### config.mk
export PLATFORM = sky130hd
export DESIGN_NAME = alu_accum
export DESIGN_NICKNAME = d
export VERILOG_FILES = /design/src/rtl/alu_accum.sv
export SDC_FILE = /design/constraint.sdc
export NUM_CORES = 1
export LEC_CHECK = 0
export ABC_AREA = 1
export CAP_MARGIN = 20
export CELL_PAD_IN_SITES_DETAIL_PLACEMENT = 1
export CELL_PAD_IN_SITES_GLOBAL_PLACEMENT = 1
export CORE_MARGIN = 1.5
export CORE_UTILIZATION = 40
export CTS_CLUSTER_DIAMETER = 60
export DETAILED_ROUTE_END_ITERATION = 7
export GPL_TIMING_DRIVEN = 1
export PLACE_DENSITY = 0.88
export SLEW_MARGIN = 20
export SYNTH_ARGS = -nofsm -noshare
export SYNTH_HDL_FRONTEND = slang
export SYNTH_SLANG_ARGS = --single-unit
### constraint.sdc
create_clock -name Clock -period 2.2 [get_ports Clock]
set_clock_uncertainty 0.2 [all_clocks]
set_input_delay 0.22 -clock Clock [delete_from_list [all_inputs] [get_ports Clock]]
set_output_delay 0.22 -clock Clock [all_outputs]
set_load 0.01 [all_outputs]
### src/rtl/alu_accum.sv
// alu_accum: accumulator ALU with shift-add multiplier and undo history.
// Undo history is built only when ALU_ACCUM_UNDO_EN is defined.
module alu_accum #(
  parameter int WIDTH = 8,
  parameter int DEPTH = 4
) (
  input  logic                     Clock,
  input  logic                     Reset_b,
  input  logic [WIDTH-1:0]         A,
  input  logic [2:0]               op,
  input  logic                     go,
  input  logic                     undo,
  output logic [WIDTH-1:0]         q,
  output logic                     busy,
  output logic                     ovf,
  output logic [$clog2(DEPTH):0]   hist_cnt
);

  localparam int SW = $clog2(WIDTH);
  localparam int HW = $clog2(DEPTH);

  typedef enum logic {
    IDLE,
    MUL
  } state_t;

  state_t               state_q, state_d;
  logic [WIDTH-1:0]     acc_q, acc_d;
  logic                 ovf_q, ovf_d;
  logic [2*WIDTH-1:0]   mcand_q, mcand_d;
  logic [WIDTH-1:0]     mplier_q, mplier_d;
  logic [2*WIDTH-1:0]   prod_q, prod_d;
  logic [SW-1:0]        cnt_q, cnt_d;

  logic                 accept;
  logic                 pop_ok;
  logic [WIDTH-1:0]     pop_val;

  logic [WIDTH:0]       sum;
  logic [WIDTH:0]       diff;
  logic [3*WIDTH-1:0]   shl;
  logic [2*WIDTH-1:0]   prod_add;
  logic [WIDTH-1:0]     alu_res;
  logic                 alu_ovf;

  assign accept = go && (state_q == IDLE);

  assign sum  = {1'b0, acc_q} + {1'b0, A};
  assign diff = {1'b0, acc_q} - {1'b0, A};
  assign shl  = {{(2*WIDTH){1'b0}}, acc_q} << A[SW-1:0];

  assign prod_add = prod_q + (mplier_q[0] ? mcand_q : '0);

  // Single-cycle ALU result and flag for the sampled op
  always_comb begin
    alu_res = acc_q;
    alu_ovf = 1'b0;
    unique case (op)
      3'b000: begin
        alu_res = sum[WIDTH-1:0];
        alu_ovf = sum[WIDTH];
      end
      3'b001: begin
        alu_res = diff[WIDTH-1:0];
        alu_ovf = diff[WIDTH];
      end
      3'b010: alu_res = acc_q & A;
      3'b011: alu_res = acc_q | A;
      3'b100: alu_res = acc_q ^ A;
      3'b101: begin
        alu_res = shl[WIDTH-1:0];
        alu_ovf = |shl[3*WIDTH-1:WIDTH];
      end
      3'b110: begin
        alu_res = acc_q;
        alu_ovf = 1'b0;
      end
      3'b111: alu_res = A;
      default: begin
        alu_res = acc_q;
        alu_ovf = 1'b0;
      end
    endcase
  end

  // Next state: accept ops, run the multiply, or apply an undo
  always_comb begin
    state_d  = state_q;
    acc_d    = acc_q;
    ovf_d    = ovf_q;
    mcand_d  = mcand_q;
    mplier_d = mplier_q;
    prod_d   = prod_q;
    cnt_d    = cnt_q;
    unique case (state_q)
      IDLE: begin
        if (accept) begin
          if (op == 3'b110) begin
            state_d  = MUL;
            mcand_d  = {{WIDTH{1'b0}}, acc_q};
            mplier_d = A;
            prod_d   = '0;
            cnt_d    = '0;
          end else begin
            acc_d = alu_res;
            ovf_d = alu_ovf;
          end
        end else if (pop_ok) begin
          acc_d = pop_val;
          ovf_d = 1'b0;
        end
      end
      MUL: begin
        prod_d   = prod_add;
        mcand_d  = mcand_q << 1;
        mplier_d = mplier_q >> 1;
        cnt_d    = cnt_q + 1'b1;
        if (cnt_q == SW'(WIDTH - 1)) begin
          state_d = IDLE;
          acc_d   = prod_add[WIDTH-1:0];
          ovf_d   = |prod_add[2*WIDTH-1:WIDTH];
        end
      end
      default: state_d = IDLE;
    endcase
  end

  // Datapath and FSM registers
  always_ff @(posedge Clock or negedge Reset_b) begin
    if (!Reset_b) begin
      state_q  <= IDLE;
      acc_q    <= '0;
      ovf_q    <= 1'b0;
      mcand_q  <= '0;
      mplier_q <= '0;
      prod_q   <= '0;
      cnt_q    <= '0;
    end else begin
      state_q  <= state_d;
      acc_q    <= acc_d;
      ovf_q    <= ovf_d;
      mcand_q  <= mcand_d;
      mplier_q <= mplier_d;
      prod_q   <= prod_d;
      cnt_q    <= cnt_d;
    end
  end

`ifdef ALU_ACCUM_UNDO_EN
  logic [WIDTH-1:0] hmem [DEPTH];
  logic [HW-1:0]    wp_q;
  logic [HW:0]      hc_q;

  assign pop_ok  = undo && !go && (state_q == IDLE) && (hc_q != '0);
  assign pop_val = hmem[wp_q - HW'(1)];
  assign hist_cnt = hc_q;

  // Circular stack pointer and saturating fill count
  always_ff @(posedge Clock or negedge Reset_b) begin
    if (!Reset_b) begin
      wp_q <= '0;
      hc_q <= '0;
    end else if (accept) begin
      wp_q <= wp_q + HW'(1);
      if (hc_q != (HW+1)'(DEPTH)) begin
        hc_q <= hc_q + 1'b1;
      end
    end else if (pop_ok) begin
      wp_q <= wp_q - HW'(1);
      hc_q <= hc_q - 1'b1;
    end
  end

  // History storage, newest entry overwrites the oldest when full
  always_ff @(posedge Clock) begin
    if (accept) begin
      hmem[wp_q] <= acc_q;
    end
  end
`else
  logic unused_undo;

  assign unused_undo = undo;
  assign pop_ok      = 1'b0;
  assign pop_val     = '0;
  assign hist_cnt    = '0;
`endif

  assign q    = acc_q;
  assign ovf  = ovf_q;
  assign busy = (state_q == MUL);

endmodule

==> results by group <==
Placed design
  – Placed Area: 0.00578 mm^2
  – IO buf count: 23
  – Place WS: -0.384 ns
  – DP Wirelength: 14.2 mm
  – Final GP Congestion: 0.967

Synthesis
  – XOR/XNOR Fraction of Synth Area: 1.12%
  – Cell variety after synth: 41
  – Post-synth ARST share: 100%
  – YS warnings: 0
  – Synth Area in Simple Gates: 30.3%
  – EDFF count, synth: 0
  – Synth Area in Adders: 12.5%
  – Largest family of logic cells by synthesized area: simple AND/OR/NAND/NOR gates
  – Synth top area share: 28.3%
  – Top-count cell post-synth: nand2_1
  – Main flop type after synthesis: dfrtp_1
  – Syn Std Cell Area: 0.00469 mm^2
  – Top post-synthesis cells by count: nand2_1 (188), inv_1 (102), dfrtp_1 (53), nand3_1 (53), a21oi_1 (43)
  – Main area contributors after synthesis: dfrtp_1 (28%), nand2_1 (15%), ha_1 (11%)
  – Seq cells post-synth: 53
  – Syn Inst Count: 690
  – Compound-Gate Fraction of Synth Area: 16.1%
  – Synth area leader: dfrtp_1
  – Sequential-to-total area share from yosys stat: 28.3%
  – Mux cell area share after synthesis: 0%
  – Avg Cell Area, Syn: 6.79 um^2

STA
  – Max Freq: 380 MHz
  – Slew headroom: 57.3%
  – Final Worst Setup Slack: -0.430 ns
  – Final setup viols: 18
  – Worst slew pin tran: 0.640 ns
  – Final Slew Violations: 0
  – Final hold slack: 0.275 ns
  – Final cycle utilization of the critical path: 120%
  – Final Hold Violating Endpoints: 0
  – RSZ-0062 raised after global routing: true
  – Setup TNS: -3.48 ns
  – Min Clock Period, post-route: 2.63 ns

Setup path
  – Startpoint types: register
  – Top cell by count, worst path: nand2_2
  – Req. time, crit path: 2.20 ns
  – R2R setup slack: -0.43 ns
  – Max incr delay on CP: 0.50 ns
  – Buf+Inv Stages, Crit Path: 3
  – Worst r2r src: mplier_q[0]$_DFFE_PN0P_
  – Crit path arrival time: 2.63 ns
  – Setup CP Type: reg2reg
  – R2R cell count: 16
  – FF-to-FF End: ovf$_DFFE_PN0P_
  – Crit path max-delay family: simple AND/OR/NAND/NOR gates
  – Crit. End Element: register
  – Slowest CP cell: dfrtp_2
  – Crit path cell chain: buf_12 -> nand2_2 -> inv_2 -> ha_4 -> nand2_4 -> inv_2 -> nand2_2 -> nand2_2 -> a21oi_2 -> nand2_1 -> nand2_1 -> nand2_2 -> nor2_4 -> nand3_2 -> nand2_2 -> a21oi_2
  – Crit-path max FO: 7

Clock tree
  – Root Buffer: clkbuf_16
  – H-tree depth: 2
  – Clock Pin Slew Worst Setup and Hold Paths: 0.09 ns
  – Latest clock arrival within the worst-skew pair: 0.32 ns
  – CTS tree: built
  – CTS Buf Count: 5
  – CTS max path bufs: 2
  – Clk sinks: 53

Detailed routing
  – Post-DRT Antenna Nets: 0
  – Avg WL per Cell: 24.6 um
  – DRC: 0
  – Final wirelength: 23.7 mm
  – DR vias/cell: 6.10
  – First drt pass iteration count: 5
  – Total number of vias: 5,873
  – Initial drt markers: 434

Die
  – Die Area: 0.0124 mm^2
  – FP Rows: 39
  – # IOs: 28
  – Chip height: 111 um
  – Starting Density: 41.0%
  – Core region area: 0.0114 mm^2
  – Die X: 111 um

Global routing
  – First-pass GRT wire length: 33.5 mm
  – Total track usage: 34.4%
  – Largest net degree at the start of global routing: 31
  – GRT overflow: 0
  – Vias in the first global route: 6,201
  – Initial antenna violation count: 0

Min path
  – Worst Hold Class: in2async

Power
  – Overall power: 0.0129 W
  – P_leak: 3.45 nW
  – Pwr per Cell Area: 1890 mW/mm^2
  – Max VDD drop: 1340 uV

Cells and area
  – Cell area after layout: 0.00684 mm^2
  – P&R area growth vs syn: 45.8%
  – Nets: 878
  – Layout cells sized above 1: 38.5%
  – Ant. Diodes: 0

Run status
  – Status: finished with violations
  – Failing checks: setup timing

Flow run
  – MaxCap Viol Count: 0
placed cells by master (no fill, tap or decap), types with 3 or more instances in the layout:
| cell type | n |
|---|---|
| a21o_1 | 5 |
| a21oi_1 | 33 |
| a21oi_2 | 10 |
| a21oi_4 | 4 |
| a22o_1 | 7 |
| a31oi_1 | 3 |
| buf_12 | 3 |
| buf_4 | 105 |
| buf_6 | 8 |
| clkbuf_16 | 6 |
| clkdlybuf4s50_1 | 21 |
| conb_1 | 3 |
| dfrtp_1 | 51 |
| ha_1 | 27 |
| ha_4 | 15 |
| inv_1 | 75 |
| inv_2 | 35 |
| nand2_1 | 123 |
| nand2_2 | 51 |
| nand2_4 | 20 |
| nand3_1 | 41 |
| nand3_2 | 15 |
| nand4_1 | 13 |
| nor2_1 | 30 |
| nor2_2 | 3 |
| nor2_4 | 10 |
| nor3_1 | 4 |
| o21ai_0 | 11 |
| o21ai_1 | 10 |
| o21ai_2 | 5 |
| o22ai_1 | 28 |
| or2_2 | 3 |
| xor2_1 | 5 |
per-layer routing:
layer | vias up | routed length, um | track usage [%]
met2 | 347 | 11600 | 63.3
met1 | 2868 | 8830 | 38.7
met5 | - | 0 | 0
met3 | 142 | 1440 | 3.99
met4 | 0 | 1750 | 18.3
li1 | 2516 | - | -
final cells by class:
class                   instances  area (um^2)
inverters                     112          425
flip-flops and latches         53         1330
multi-input cells             505         3550
clock buffers                   5          125
fillers                      1438         4580
repair buffers                141         1200
well taps                     143          179
clock inverters                 3         21.3
repair_timing:
action | 4_1_cts | 5_1_grt
setup endpoints to repair | 16 | 20
resized for setup | 68 | 143
gates cloned | 0 | 1
hold endpoints to repair | 23 | 0
pin swaps | 20 | 66
hold buffers | 1 | 0
buffers inserted | 5 | 13
worst max-delay path by stage:
stage                             from          endpoint  depth (start not counted)
2_1_floorplan  mplier_q[0]$_DFFE_PN0P_   ovf$_DFFE_PN0P_                         17
3_3_place_gp                      A[4]  q[5]$_DFFE_PN0P_                         10
3_5_place_dp   mplier_q[0]$_DFFE_PN0P_   ovf$_DFFE_PN0P_                         16
4_1_cts        mplier_q[0]$_DFFE_PN0P_   ovf$_DFFE_PN0P_                         14
5_1_grt        mplier_q[0]$_DFFE_PN0P_   ovf$_DFFE_PN0P_                         16
6_report       mplier_q[0]$_DFFE_PN0P_   ovf$_DFFE_PN0P_                         16
logic make-up after synthesis:
logic type,count (synthesis)
AO/OA/AOI/OAI,126
XOR/XNOR,6
adder cells (fa/ha/maj),45
buffers and inverters,134
flip-flops,53
other,1
AND/OR/NAND/NOR,325
sequential cells by signal (all words and copies together), names as in the netlist:
| register | flops |
|---|---|
| busy | 1 |
| cnt_q | 3 |
| mcand_q | 16 |
| mplier_q | 8 |
| ovf | 1 |
| prod_q | 16 |
| q | 8 |
through the flow:
step                      std cells  util [%]
final                           962      59.9
after global placement          934      50.6
after detailed placement        934      50.6
after CTS                       948      55.0
after floorplan                 692         -
after global routing            962      59.9
where the power goes:
group          switching [W]  internal (W)  leakage, nW
logic                0.00600       0.00412         2.74
registers           0.000504       0.00142        0.635
clock network       0.000432      0.000427       0.0702
Note: power is estimated with default switching activity, not from simulation.
